===== src/rtl/pet_pkg.sv =====
// pet_pkg: shared stat/action indices, per-action delta table and saturating stat arithmetic
package pet_pkg;
    localparam int N_STATS = 6;
    localparam int N_ACTS = 6;
    localparam int STAT_MAX = 15;
    typedef logic [3:0] stat_t;
    typedef logic signed [5:0] delta_t;
    localparam int S_HUNGER = 0;
    localparam int S_HAPPINESS = 1;
    localparam int S_HEALTH = 2;
    localparam int S_HYGIENE = 3;
    localparam int S_ENERGY = 4;
    localparam int S_SOCIAL = 5;
    localparam int A_FEED = 0;
    localparam int A_PLAY = 1;
    localparam int A_CLEAN = 2;
    localparam int A_SLEEP = 3;
    localparam int A_MEDICINE = 4;
    localparam int A_PET = 5;
    // rows by action, columns by stat; clean's hygiene set-to-max is handled separately
    localparam delta_t [0:N_ACTS-1][0:N_STATS-1] ACT_DELTA = '{
        '{6'sd4, 6'sd0, 6'sd0, 6'sd0, 6'sd0, 6'sd0},
        '{6'sd0, 6'sd3, 6'sd0, 6'sd0, -6'sd2, 6'sd1},
        '{6'sd0, 6'sd0, 6'sd0, 6'sd0, 6'sd0, 6'sd0},
        '{6'sd0, 6'sd0, 6'sd0, 6'sd0, 6'sd5, 6'sd0},
        '{6'sd0, -6'sd1, 6'sd4, 6'sd0, 6'sd0, 6'sd0},
        '{6'sd0, 6'sd1, 6'sd0, 6'sd0, 6'sd0, 6'sd3}
    };

    function automatic logic [N_STATS-1:0] rand_dec(logic [4:0] r);
        return {r[4], r[3], r[2], 1'b0, r[1], r[0]};
    endfunction

    function automatic stat_t apply(stat_t old, delta_t ad, delta_t td, logic set_max);
        delta_t s;
        s = (set_max ? 6'sd15 : $signed({2'b00, old})) + ad + td;
        return s < 6'sd0 ? '0 : s > 6'sd15 ? 4'(STAT_MAX) : s[3:0];
    endfunction
endpackage


===== src/rtl/pet_stats_tracker_if.sv =====
// pet_stats_tracker_if: control inputs and registered wellbeing outputs of the pet tracker
interface pet_stats_tracker_if;
    import pet_pkg::*;
    logic ena;
    logic [7:0] action_in;
    logic [31:0] rand_in;
    stat_t hunger;
    stat_t happiness;
    stat_t health;
    stat_t hygiene;
    stat_t energy;
    stat_t social;
    logic stat_valid;
    logic [3:0] action_ack;
    modport master (
        output ena, action_in, rand_in,
        input hunger, happiness, health, hygiene, energy, social, stat_valid, action_ack
    );
    modport slave (
        input ena, action_in, rand_in,
        output hunger, happiness, health, hygiene, energy, social, stat_valid, action_ack
    );
endinterface


===== src/rtl/pet_tick_gen.sv =====
// pet_tick_gen: enabled free-running counter whose wrap cycle is the decay tick
module pet_tick_gen #(
    parameter logic [23:0] TICK_COUNT = 24'd10_000_000
) (
    input  logic clk,
    input  logic rst_n,
    input  logic ena,
    output logic tick
);
    logic [23:0] cnt;
    assign tick = ena && cnt == TICK_COUNT - 24'd1;
    always_ff @(posedge clk or negedge rst_n) begin
        if (!rst_n) cnt <= '0;
        else if (ena) cnt <= tick ? '0 : cnt + 24'd1;
    end
endmodule


===== src/rtl/pet_stats_tracker.sv =====
// pet_stats_tracker: debounced button actions plus random decay ticks update six saturating 4-bit stats
module pet_stats_tracker
    import pet_pkg::*;
#(
    parameter logic [23:0] TICK_COUNT = 24'd10_000_000,
    parameter int COOLDOWN = 8,
    parameter stat_t INIT_LEVEL = 4'd8
) (
    input logic clk,
    input logic rst_n,
    pet_stats_tracker_if.slave bus
);
    localparam int CW = COOLDOWN > 1 ? $clog2(COOLDOWN + 1) : 1;
    logic [5:0] s1, s2, prv, edg;
    logic [2:0] prime;
    logic [CW-1:0] cd;
    logic [2:0] idx, ack_idx;
    logic accept, tick, any_zero, all_high, stat_valid, ack_vld;
    stat_t [N_STATS-1:0] st, nxt;
    delta_t [N_STATS-1:0] td;
    logic [N_STATS-1:0] dec;
    logic unused;
    assign unused = ^{bus.action_in[7:6], bus.rand_in[31:5]};
    pet_tick_gen #(.TICK_COUNT(TICK_COUNT)) u_tick (.clk(clk), .rst_n(rst_n), .ena(bus.ena), .tick(tick));
    // prev only holds a real synchronised sample once prime is full, so a button held through reset never fires
    assign edg = s2 & ~prv & {6{prime[2]}};
    assign accept = bus.ena && cd == '0 && |edg;
    assign dec = rand_dec(bus.rand_in[4:0]);
    always_comb begin
        idx = '0;
        for (int i = 5; i >= 0; i--) idx = edg[i] ? 3'(i) : idx;
    end
    always_comb begin
        any_zero = 1'b0;
        all_high = 1'b1;
        for (int i = 0; i < N_STATS; i++) begin
            if (i != S_HEALTH) begin
                any_zero = any_zero | (st[i] == '0);
                all_high = all_high & (st[i] >= 4'd12);
            end
        end
    end
    always_comb begin
        for (int i = 0; i < N_STATS; i++) td[i] = (tick && dec[i]) ? -6'sd1 : 6'sd0;
        td[S_HEALTH] = !tick ? 6'sd0 : any_zero ? -6'sd1 : all_high ? 6'sd1 : 6'sd0;
    end
    always_comb begin
        for (int i = 0; i < N_STATS; i++)
            nxt[i] = apply(st[i], accept ? ACT_DELTA[idx][i] : 6'sd0, td[i],
                           accept && idx == 3'(A_CLEAN) && i == S_HYGIENE);
    end
    always_ff @(posedge clk or negedge rst_n) begin
        if (!rst_n) begin
            s1 <= '0;
            s2 <= '0;
            prv <= '0;
            prime <= '0;
            cd <= '0;
            st <= {N_STATS{INIT_LEVEL}};
            stat_valid <= 1'b0;
            ack_vld <= 1'b0;
            ack_idx <= '0;
        end else begin
            s1 <= bus.action_in[5:0];
            s2 <= s1;
            prv <= s2;
            prime <= {prime[1:0], 1'b1};
            cd <= accept ? CW'(COOLDOWN) : (cd != '0) ? cd - 1'b1 : cd;
            stat_valid <= accept || tick;
            ack_vld <= accept;
            if (accept) ack_idx <= idx;
            if (accept || tick) st <= nxt;
        end
    end
    assign bus.hunger = st[S_HUNGER];
    assign bus.happiness = st[S_HAPPINESS];
    assign bus.health = st[S_HEALTH];
    assign bus.hygiene = st[S_HYGIENE];
    assign bus.energy = st[S_ENERGY];
    assign bus.social = st[S_SOCIAL];
    assign bus.stat_valid = stat_valid;
    assign bus.action_ack = {ack_vld, ack_idx};
endmodule


===== src/flat_wrapper.sv =====
// flat-port wrapper written by rule: the top's interface ports become plain ports
module pet_stats_tracker_flat import pet_pkg::*;
#(
    parameter logic [23:0] TICK_COUNT = 24'd10_000_000,
    parameter int COOLDOWN = 8,
    parameter stat_t INIT_LEVEL = 4'd8
)
  (clk, rst_n, bus_ena, bus_action_in, bus_rand_in, bus_hunger, bus_happiness, bus_health, bus_hygiene, bus_energy, bus_social, bus_stat_valid, bus_action_ack);
  pet_stats_tracker_if bus_i ();
  input logic clk;
  input logic rst_n;
  input wire logic [$bits(bus_i.ena)-1:0] bus_ena;
  input wire logic [$bits(bus_i.action_in)-1:0] bus_action_in;
  input wire logic [$bits(bus_i.rand_in)-1:0] bus_rand_in;
  output wire logic [$bits(bus_i.hunger)-1:0] bus_hunger;
  output wire logic [$bits(bus_i.happiness)-1:0] bus_happiness;
  output wire logic [$bits(bus_i.health)-1:0] bus_health;
  output wire logic [$bits(bus_i.hygiene)-1:0] bus_hygiene;
  output wire logic [$bits(bus_i.energy)-1:0] bus_energy;
  output wire logic [$bits(bus_i.social)-1:0] bus_social;
  output wire logic [$bits(bus_i.stat_valid)-1:0] bus_stat_valid;
  output wire logic [$bits(bus_i.action_ack)-1:0] bus_action_ack;
  assign bus_i.ena = bus_ena;
  assign bus_i.action_in = bus_action_in;
  assign bus_i.rand_in = bus_rand_in;
  assign bus_hunger = bus_i.hunger;
  assign bus_happiness = bus_i.happiness;
  assign bus_health = bus_i.health;
  assign bus_hygiene = bus_i.hygiene;
  assign bus_energy = bus_i.energy;
  assign bus_social = bus_i.social;
  assign bus_stat_valid = bus_i.stat_valid;
  assign bus_action_ack = bus_i.action_ack;
  pet_stats_tracker #(.TICK_COUNT(TICK_COUNT), .COOLDOWN(COOLDOWN), .INIT_LEVEL(INIT_LEVEL)) u_core (.clk(clk), .rst_n(rst_n), .bus(bus_i));
endmodule

===== config.mk =====
export PLATFORM = sky130hd
export DESIGN_NAME = pet_stats_tracker_flat
export DESIGN_NICKNAME = d
export VERILOG_FILES = /design/src/rtl/pet_pkg.sv /design/src/rtl/pet_stats_tracker_if.sv /design/src/rtl/pet_tick_gen.sv /design/src/rtl/pet_stats_tracker.sv /design/src/flat_wrapper.sv
export SDC_FILE = /design/constraint.sdc
export NUM_CORES = 1
export LEC_CHECK = 0
export CORE_UTILIZATION = 57
export CTS_BUF_LIST = sky130_fd_sc_hd__clkbuf_8
export CTS_CLUSTER_DIAMETER = 40
export DETAILED_ROUTE_END_ITERATION = 10
export GPL_TIMING_DRIVEN = 0
export PLACE_DENSITY = 0.82
export SETUP_SLACK_MARGIN = 0.4
export SKIP_LAST_GASP = 1
export SYNTH_ARGS = -nofsm -noshare
export SYNTH_HDL_FRONTEND = slang
export SYNTH_SLANG_ARGS = --single-unit

===== constraint.sdc =====
create_clock -name clk -period 4.23 [get_ports clk]
set_input_delay 0.846 -clock clk [delete_from_list [all_inputs] [get_ports clk]]
set_output_delay 0.846 -clock clk [all_outputs]
set_load 0.1 [all_outputs]

==> impl_metrics.json, run 1 <==
{
  "pwr_density_cell_nw_per_um2": 470,
  "fmax_mhz": 268,
  "final-setup-viol-count": 0,
  "unrepaired_setup_endpoints_after_global_routing": "yes",
  "hold_ws_ps": 351,
  "dominantRegCellSynth": "sky130_fd_sc_hd__dfrtp_1",
  "skew_ps": 10.3,
  "top_level_ports": 72,
  "gpl_wtd_cong": 0.898,
  "cts_inserted_buffers": 9,
  "clk_root_buffer_cell": "sky130_fd_sc_hd__clkbuf_8",
  "yosysWarnings": 0,
  "path_max_fanout": 10,
  "antenna_violating_nets_post_route": 0,
  "drt-initial-drc-count": 244,
  "holdCritPathClass": "reg2reg",
  "final_net_count": 652,
  "post_drt_via_cell_ratio": 5.94,
  "initial_utilization": 0.600,
  "synth_cell_type_count": 66,
  "globalRouteTotalUtil": 0.265,
  "clock_latency_ps": 360,
  "layout-drive-gt1-share": 0.175,
  "n_antenna_cell": 0,
  "worst_r2r_path_depth": 17,
  "holdCritStartpoint": "u_core.prime[1]",
  "cts-root-to-sink-buffers": 2,
  "multiInputGateArea_sq_um": 2960,
  "antenna_found_initial": 0,
  "synth_top_cell_area_share": 0.360,
  "finalCritPeriodShare": 0.881,
  "cp.arrival_ps": 4010,
  "timing.reg2reg.setup_slack_ps": 500,
  "tritoncts": "built",
  "routed_wl_mm": 11.4,
  "vias": 3921,
  "remaining_drc_errors": 0,
  "min_delay_path_depth": 0,
  "cellLeakagePower_nw": 2.89,
  "ys_seq_elements": 78,
  "intPower_mw": 1.52,
  "post-route-min-period_ps": 3730,
  "critical_path.endpoint_type": "flip-flop",
  "p_switching_mw": 1.34,
  "crit_type": "reg2reg",
  "synth_top_cell_by_area": "sky130_fd_sc_hd__dfrtp_1",
  "mappedNetlistNets": 588,
  "avgRoutedWirePerCell_microns": 17.2,
  "worst_hold_path.endpoint": "u_core.prime[2]",
  "floorplan.die.width_microns": 95.7,
  "worst_r2r_endpoint": "u_core.bus.happiness[1]",
  "die_area_sq_um": 9150,
  "relSlewSlack": 0.340,
  "placementRows": 33,
  "detailedRoute.firstPassIterationCount": 7,
  "synth_sequential_area_ratio": 0.392,
  "via_count_of_the_first_global_routing_pass": 3874,
  "pin_count_of_the_biggest_net_entering_global_routing": 61,
  "cap_violations": 0,
  "worstMarginPinSlew_ps": 986,
  "timing_hold_violations_final": 0,
  "synthTopCellsByArea": "sky130_fd_sc_hd__dfrtp_1, sky130_fd_sc_hd__ha_1, sky130_fd_sc_hd__fa_1",
  "grt_overflow": 0,
  "sequentialPowerShare": 0.363,
  "sequential_cell_area_in_the_final_layout_sq_um": 1960,
  "clock-sinks": 78,
  "power_frac_clock": 0.189,
  "worstSetupStartpointType": "flip-flop",
  "area.growth.synth_to_final_pct": 21.6,
  "worst_setup_hold_path_clk_slew_ps": 80,
  "slew_violations": 0,
  "placeableCoreArea_sq_um": 8340,
  "net_sw_frac": 0.469,
  "place.port_buffers": 42,
  "cp.required_ps": 4510,
  "post_synth.cell_area_avg_sq_um": 10.3,
  "number_of_instances_in_the_synthesized_netlist": 486,
  "dp_hpwl_mm": 8.09,
  "synth_most_common_cell": "sky130_fd_sc_hd__dfrtp_1",
  "fillCellCount": 571,
  "run_status": "complete, no violations",
  "vdd_drop_max_v": 0.000256,
  "synthesis.area_sq_um": 5000,
  "async_reset_ff_frac": 1.00,
  "deepest_level_of_the_cts_h_tree": 3,
  "grt_pass1_wl_mm": 18.2,
  "reg2reg_from": "u_core.cd[1]",
  "fin_total_pwr_mw": 2.86,
  "final_core_util": 0.730,
  "synth.top_cells.by_count": "sky130_fd_sc_hd__dfrtp_1, sky130_fd_sc_hd__inv_1, sky130_fd_sc_hd__ha_1",
  "fp.dieH_microns": 95.7,
  "synth_enable_flop_cells": 0,
  "pwr-share-comb": 0.448
}
==> sequential cells by signal, indices dropped and copies added, names as in the netlist <==
signal	flops
u_core.u_tick.cnt	24
u_core.prv	6
u_core.s1	6
u_core.s2	6
u_core.bus.energy	4
u_core.bus.happiness	4
u_core.bus.health	4
u_core.bus.hunger	4
u_core.bus.hygiene	4
u_core.bus.social	4
u_core.cd	4
u_core.ack_idx	3
u_core.prime	3
u_core.ack_vld	1
u_core.bus.stat_valid	1
==> timing repair <==
action | 4_1_cts | 5_1_grt
gates resized for setup | 29 | 34
buffers inserted | 4 | 6
endpoints found under the hold margin | 0 | 0
hold buffers | 0 | 0
endpoints found under the setup margin | 24 | 24
pin swaps | 4 | 16
==> worst max-delay path: stages, from the launching register on <==
cell	delay, ps
sky130_fd_sc_hd__dfrtp_1	420
sky130_fd_sc_hd__inv_1	100
sky130_fd_sc_hd__ha_4	150
sky130_fd_sc_hd__nor3b_4	210
sky130_fd_sc_hd__nand3_2	120
sky130_fd_sc_hd__a31o_4	300
sky130_fd_sc_hd__inv_8	120
sky130_fd_sc_hd__buf_6	160
sky130_fd_sc_hd__o21ai_1	120
sky130_fd_sc_hd__fa_1	500
sky130_fd_sc_hd__inv_1	40
sky130_fd_sc_hd__ha_1	210
sky130_fd_sc_hd__fa_2	360
sky130_fd_sc_hd__a21o_1	190
sky130_fd_sc_hd__a21oi_2	200
sky130_fd_sc_hd__xnor2_2	170
sky130_fd_sc_hd__o221ai_1	160
sky130_fd_sc_hd__o21ai_1	110
==> per-layer routing <==
| layer | share of wire | GRT usage |
|---|---|---|
| met5 | 0 | 0 |
| met4 | 0.044 | 0.123 |
| met3 | 0.053 | 0.0558 |
| met2 | 0.48 | 0.427 |
| met1 | 0.43 | 0.341 |
==> power groups by stage <==
stage	clock [mW]	sequential, mW	combinational (mW)
after floorplan	0	1.54	0.410
after CTS	0.548	1.03	1.25
final	0.540	1.04	1.28
after detailed placement	0	1.05	1.21
after global placement	0	1.04	1.18
after global routing	0.586	1.05	1.38
==> through the flow <==
step / cells / setup slack (ps) / area [sq um] / setup TNS (ps)
2_1_floorplan: 486 / 412 / 5000 / 0
3_3_place_gp: 633 / -626 / 5550 / -34700
3_5_place_dp: 634 / -768 / 5580 / -13650
4_1_cts: 654 / 388 / 5910 / 0
5_1_grt: 660 / 359 / 6080 / 0
6_report: 660 / 502 / 6080 / 0
==> layout make-up <==
cell class                 instances  area share
clock buffer                      11      0.0249
sequential                        78       0.322
timing repair buffer              53      0.0864
multi-input combinational        343       0.487
buffer                            14      0.0191
tap                              105      0.0216
inverter                          51      0.0327
clock inverter                     5     0.00679
==> how the worst max path moves through the flow <==
stage	startpoint	to	slack (ps)	cells after the start
2_1_floorplan	u_core.cd[0]	u_core.bus.social[0]	410	15
3_3_place_gp	bus_ena	u_core.bus.energy[2]	-630	15
3_5_place_dp	bus_ena	u_core.bus.energy[0]	-770	15
4_1_cts	bus_ena	u_core.bus.hunger[2]	390	13
5_1_grt	bus_ena	u_core.bus.happiness[2]	360	16
6_report	u_core.cd[1]	u_core.bus.happiness[1]	500	17
==> cells in the final DEF, fill, tap and decap left out, drive strengths merged, types with 3 or more instances in the layout <==
cell type      count
dfrtp             72
inv               52
clkdlybuf4s50     40
ha                39
nor2              30
xnor2             26
nand3             25
o21ai             24
buf               22
fa                20
a21oi             17
clkbuf            15
nand2             13
a21o              11
xor2              11
nand4             11
nand2b             9
nor3               9
nor4               8
and2               8
o221ai             7
or3                7
nor2b              6
o2111ai            6
dfstp              6
a211oi             6
o31ai              5
and3               5
o2bb2ai            5
o211ai             4
and4               4
o22ai              3
==> kinds of logic after synthesis <==
| group | count (synthesis) | synth area share |
|---|---|---|
| simple gates | 149 | 0.176 |
| compound gates | 96 | 0.131 |
| flops | 78 | 0.392 |
| buf+inv | 65 | 0.0560 |
| fa+ha+maj | 59 | 0.178 |
| xor+xnor | 37 | 0.0648 |
| other cells | 1 | 0.000750 |
| mux | 1 | 0.00225 |
Note: power is estimated with default switching activity, not from simulation.
==> inputs of run 2 (changes only) <==
- CORE_UTILIZATION: 57 -> 51
- CTS_CLUSTER_DIAMETER: 40 -> unset
- PLACE_DENSITY: 0.82 -> 0.77
- SKIP_LAST_GASP: 1 -> unset
- clock period: 4.23 -> 3.11 ns (I/O delays scaled with it)
==> run 2 against run 1 <==
  * The flow now finishes with violations (negative setup slack)
  * Clock skew increased by 9.3 ps
  * Non-clock buffer count up 52
  * Die area grew 12%
  * Critical endpoint is now u_core.bus.happiness[2]
  * Largest cell class unchanged
  * Largest power group unchanged
  * Highest routed layer unchanged
==> impl_metrics.json, run 2 (synthesis results as in run 1) <==
{
  "run_status": "finished with violations",
  "failed_checks": "negative setup slack",
  "worst_setup_slack_after_layout_ps": -456,
  "deepest_level_of_the_cts_h_tree": 3,
  "final-setup-viol-count": 24,
  "placed_area_sq_um": 5890,
  "post-route-min-period_ps": 3570,
  "drt-initial-drc-count": 195,
  "critical_path.endpoint_type": "flip-flop",
  "clk_root_buffer_cell": "sky130_fd_sc_hd__clkbuf_8",
  "timing_hold_violations_final": 0,
  "via_count_of_the_first_global_routing_pass": 4095,
  "top_level_ports": 72,
  "placeableCoreArea_sq_um": 9370,
  "antenna_violating_nets_post_route": 0,
  "unrepaired_setup_endpoints_after_global_routing": "yes",
  "cap_violations": 0,
  "final_net_count": 704,
  "crit_type": "reg2reg",
  "globalRouteTotalUtil": 0.251,
  "cts_inserted_buffers": 9,
  "crit_start": "u_core.prv[0]",
  "placementRows": 35,
  "timing.setup.tns_ps": -7730,
  "worst_setup_hold_path_clk_slew_ps": 100,
  "post_drt_via_cell_ratio": 5.55,
  "vdd_drop_max_v": 0.000543,
  "cp.arrival_ps": 3830,
  "n_antenna_cell": 0,
  "net_sw_frac": 0.470,
  "pwr_density_cell_nw_per_um2": 593,
  "slew_violations": 0,
  "dp_hpwl_mm": 8.10,
  "area.growth.synth_to_final_pct": 36.1,
  "worst_r2r_path_depth": 14,
  "fp.dieH_microns": 101,
  "grt_pass1_wl_mm": 19.5,
  "routed_wl_mm": 12.4,
  "finish.cell_count_without_fillers": 736,
  "tritoncts": "built",
  "cts-root-to-sink-buffers": 2,
  "place.port_buffers": 42,
  "vias": 4085,
  "p_switching_mw": 1.90,
  "stdcell_area_sq_um": 6810,
  "antenna_found_initial": 0,
  "relSlewSlack": 0.350,
  "worstMarginPinSlew_ps": 972,
  "die_area_sq_um": 10200,
  "worstSetupStartpointType": "flip-flop",
  "pin_count_of_the_biggest_net_entering_global_routing": 67,
  "clock-sinks": 78,
  "remaining_drc_errors": 0,
  "grt_overflow": 0,
  "most-common-layout-cells": "sky130_fd_sc_hd__buf_4, sky130_fd_sc_hd__dfrtp_1, sky130_fd_sc_hd__inv_1, sky130_fd_sc_hd__clkdlybuf4s50_1, sky130_fd_sc_hd__ha_1",
  "path_max_fanout": 5,
  "finalCritPeriodShare": 1.15,
  "largest-register": "u_core.u_tick.cnt",
  "layout-drive-gt1-share": 0.336,
  "instance_count_after_placement_with_tap_cells_included": 658,
  "intPower_mw": 2.14,
  "hold_ws_ps": 86.3,
  "skew_ps": 19.6,
  "gpl_wtd_cong": 0.853,
  "reg2reg_from": "u_core.prv[0]",
  "floorplan.die.width_microns": 101,
  "pwr-share-comb": 0.465,
  "sequentialPowerShare": 0.355,
  "cp.required_ps": 3380,
  "holdCritPathClass": "in2async",
  "fmax_mhz": 280,
  "avgRoutedWirePerCell_microns": 16.9,
  "cellLeakagePower_nw": 3.20,
  "power_frac_clock": 0.179,
  "detailedRoute.firstPassIterationCount": 4,
  "clock_latency_ps": 360,
  "largest_register_ffs": 24,
  "initial_utilization": 0.534
}
## run 2: worst paths after layout
check / end / slack (ps)
min in group clk: u_core.prime[2] / 340
hold reg to reg: u_core.prime[2] / 340
setup reg to reg: u_core.bus.happiness[2] / -460
hold / removal: u_core.bus.energy[2] / 90
max in group asynchronous: u_core.bus.hygiene[3] / 2380
setup / recovery: u_core.bus.happiness[2] / -460
## run 2: cell type report
| class | count | area (sq um) |
|---|---|---|
| Tap cell | 129 | 161 |
| Timing Repair Buffer | 105 | 941 |
| Clock inverter | 6 | 43.8 |
| Fill cell | 646 | 2560 |
| Multi-Input combinational cell | 343 | 3170 |
| Sequential cell | 78 | 1990 |
| Inverter | 51 | 211 |
| Buffer | 14 | 154 |
| Clock buffer | 10 | 138 |
## run 2: power groups by stage
stage	combinational, mW	clock [mW]	sequential [mW]
global route	2.00	0.780	1.46
detailed placement	1.69	0	1.45
finish	1.88	0.725	1.43
global placement	1.64	0	1.44
floorplan	0.595	0	2.12
CTS	1.78	0.730	1.42
## run 2: stage by stage
stage | utilization | setup WS (ps) | total power [mW]
2_1_floorplan | - | -297 | 2.71
6_report | 0.726 | -456 | 4.04
3_5_place_dp | 0.628 | -1210 | 3.14
4_1_cts | 0.695 | -440 | 3.94
3_3_place_gp | 0.626 | -1530 | 3.08
5_1_grt | 0.726 | -614 | 4.24
## run 2: per-layer routing
layer  part of all wire  wire length (microns)  GRT usage  vias up
met5                  0                      0          0        -
met4              0.039                    487      0.130        0
met3              0.053                    655     0.0444       31
met2               0.50                   6270      0.422      131
met1               0.40                   5030      0.308     1986
li1                   -                      -          -     1937
## run 2: timing repair
item / CTS / global route
pin swaps: 36 / 33
setup endpoints to repair: 28 / 25
setup buffers: 44 / 18
hold buffers: 0 / 0
resized for setup: 37 / 35
## run 2: critical path: stages, from the launching register on
cell and delay (ps):
sky130_fd_sc_hd__dfrtp_1 360, sky130_fd_sc_hd__nand2b_1 170, sky130_fd_sc_hd__buf_4 140, sky130_fd_sc_hd__buf_4 120, sky130_fd_sc_hd__nand2_1 300, sky130_fd_sc_hd__nor2_2 140
sky130_fd_sc_hd__or3_4 440, sky130_fd_sc_hd__fa_1 520, sky130_fd_sc_hd__inv_2 60, sky130_fd_sc_hd__fa_2 380, sky130_fd_sc_hd__a21o_1 170, sky130_fd_sc_hd__a21oi_2 180
sky130_fd_sc_hd__xnor2_2 160, sky130_fd_sc_hd__o221ai_1 210, sky130_fd_sc_hd__o21ai_1 130
==> inputs of run 3 (changes only) <==
- CORE_MARGIN: unset -> 4
==> run 3 against run 2 <==
  * Die area is 12% higher
  * Global-route usage shrank 3.0 points
  * Largest power group unchanged
  * Worst setup slack improved by 53 ps
  * The flow still finishes with violations (negative setup slack)
  * Register-to-register slack improved by 50 ps
  * Non-clock buffer count down 9
  * Clock-buffer cell count fell by 1
==> impl_metrics.json, run 3 (synthesis results as in run 1) <==
{
  "timing_hold_violations_final": 0,
  "clk_root_buffer_cell": "sky130_fd_sc_hd__clkbuf_8",
  "worstSetupStartpointType": "flip-flop",
  "unrepaired_setup_endpoints_after_global_routing": "yes",
  "top_level_ports": 72,
  "critical_path.endpoint_type": "flip-flop",
  "final-setup-viol-count": 24,
  "worst_r2r_path_depth": 17,
  "gpl_wtd_cong": 0.852,
  "layout-drive-gt1-share": 0.329,
  "path_max_fanout": 4,
  "most-common-layout-cells": "sky130_fd_sc_hd__dfrtp_1, sky130_fd_sc_hd__buf_4, sky130_fd_sc_hd__inv_1, sky130_fd_sc_hd__clkdlybuf4s50_1, sky130_fd_sc_hd__ha_1",
  "timing.setup.tns_ps": -8120,
  "worst_setup_slack_after_layout_ps": -403,
  "placementRows": 35,
  "detailedRoute.firstPassIterationCount": 4,
  "initial_utilization": 0.534,
  "n_antenna_cell": 0,
  "crit_type": "reg2reg",
  "post-route-min-period_ps": 3510,
  "antenna_found_initial": 0,
  "worst_setup_hold_path_clk_slew_ps": 90,
  "grt_pass1_wl_mm": 20.0,
  "failed_checks": "negative setup slack",
  "crit_start": "u_core.cd[1]",
  "worstPathCellList": "inv_1 -> ha_2 -> nor3b_4 -> nand3_2 -> a31o_4 -> buf_6 -> buf_12 -> nor3_4 -> buf_4 -> fa_1 -> inv_1 -> ha_1 -> a21o_1 -> a21oi_2 -> xnor2_2 -> o221ai_1 -> o21ai_1",
  "critical_path.n_buffers_inverters": 5,
  "worst_r2r_endpoint": "u_core.bus.happiness[1]",
  "timing.reg2reg.setup_slack_ps": -400,
  "reg2reg_from": "u_core.cd[1]",
  "cts-root-to-sink-buffers": 2,
  "cellLeakagePower_nw": 3.21,
  "clock_latency_ps": 370,
  "drt-initial-drc-count": 138,
  "largest_register_ffs": 24,
  "tritoncts": "built",
  "crit_family": "compound AO/OA/AOI/OAI gates",
  "placed_area_sq_um": 5890,
  "worstMarginPinSlew_ps": 985,
  "placeableCoreArea_sq_um": 9370,
  "via_count_of_the_first_global_routing_pass": 4086,
  "place.port_buffers": 42,
  "final_core_util": 0.723,
  "cp.arrival_ps": 3810,
  "slew_violations": 0,
  "deepest_level_of_the_cts_h_tree": 3,
  "remaining_drc_errors": 0,
  "layout.cells.most_common": "sky130_fd_sc_hd__dfrtp_1",
  "skew_ps": 8.78,
  "preCtsSetupSlack_ps": -1220,
  "fin_total_pwr_mw": 4.02,
  "antenna_violating_nets_post_route": 0,
  "vdd_drop_max_v": 0.000528,
  "finalCritPeriodShare": 1.13,
  "pwr_density_cell_nw_per_um2": 593,
  "floorplan.die.width_microns": 107,
  "fp.dieH_microns": 107,
  "routed_wl_mm": 12.4,
  "stdcell_area_sq_um": 6780,
  "holdCritPathClass": "in2async",
  "cp.required_ps": 3400,
  "clock-sinks": 78,
  "relSlewSlack": 0.341,
  "hold_ws_ps": 195,
  "instance_count_after_placement_with_tap_cells_included": 658,
  "cts_inserted_buffers": 9,
  "pin_count_of_the_biggest_net_entering_global_routing": 46,
  "vias": 4056,
  "grt_overflow": 0,
  "area.growth.synth_to_final_pct": 35.5,
  "largest-register": "u_core.u_tick.cnt",
  "final_net_count": 695,
  "cp_common_cell": "sky130_fd_sc_hd__inv_1",
  "die_area_sq_um": 11500,
  "cap_violations": 0,
  "fillCellCount": 665,
  "dp_hpwl_mm": 8.22,
  "slowest_delay_ps": 410,
  "run_status": "finished with violations",
  "post_drt_via_cell_ratio": 5.58,
  "globalRouteTotalUtil": 0.220,
  "avgRoutedWirePerCell_microns": 17.0,
  "slowest_stage_cell_cp": "sky130_fd_sc_hd__fa_1",
  "fmax_mhz": 285,
  "finish.cell_count_without_fillers": 727
}
==> run 3: routing by layer <==
layer / global-route usage / share of wire
met3: 0.0403 / 0.044
met4: 0.0849 / 0.030
met1: 0.272 / 0.41
met2: 0.382 / 0.51
met5: 0 / 0
==> run 3: where the power goes <==
part	switching [mW]	leakage, nW	internal (mW)
Clock	0.449	0.101	0.318
Combinational	1.28	2.15	0.549
Sequential	0.188	0.952	1.24
==> run 3: area by class of cell <==
cell class	count	area [sq um]	area share
multi-input cells	343	3180	0.469
flip-flops and latches	78	1990	0.293
repair buffers	96	887	0.131
inverters	51	209	0.0308
well taps	129	161	0.0238
plain buffers	14	154	0.0227
clock buffers	9	124	0.0183
clock inverters	7	73.8	0.0109
==> run 3: worst register-to-register path, cell delays in order, from the launching register on <==
cell	delay, ps
sky130_fd_sc_hd__dfrtp_1	390
sky130_fd_sc_hd__inv_1	60
sky130_fd_sc_hd__ha_2	160
sky130_fd_sc_hd__nor3b_4	210
sky130_fd_sc_hd__nand3_2	110
sky130_fd_sc_hd__a31o_4	260
sky130_fd_sc_hd__buf_6	130
sky130_fd_sc_hd__buf_12	120
sky130_fd_sc_hd__nor3_4	210
sky130_fd_sc_hd__buf_4	160
sky130_fd_sc_hd__fa_1	410
sky130_fd_sc_hd__inv_1	90
sky130_fd_sc_hd__ha_1	290
sky130_fd_sc_hd__a21o_1	210
sky130_fd_sc_hd__a21oi_2	160
sky130_fd_sc_hd__xnor2_2	180
sky130_fd_sc_hd__o221ai_1	180
sky130_fd_sc_hd__o21ai_1	110
==> run 3: worst max path at each step <==
stage / slack (ps) / depth (start not counted) / to
floorplan: -300 / 15 / u_core.bus.social[1]
global placement: -1500 / 1 / u_core.bus.hygiene[2]
detailed placement: -1220 / 14 / u_core.bus.energy[2]
CTS: -480 / 15 / u_core.bus.social[0]
global route: -600 / 13 / u_core.bus.social[0]
finish: -400 / 17 / u_core.bus.happiness[1]
==> run 3: what timing repair did <==
item / 4_1_cts / 5_1_grt
cloned: 0 / 0
setup buffers: 39 / 14
endpoints found under the setup margin: 29 / 26
resized for setup: 30 / 41
hold buffers: 0 / 0
pin swaps: 36 / 42
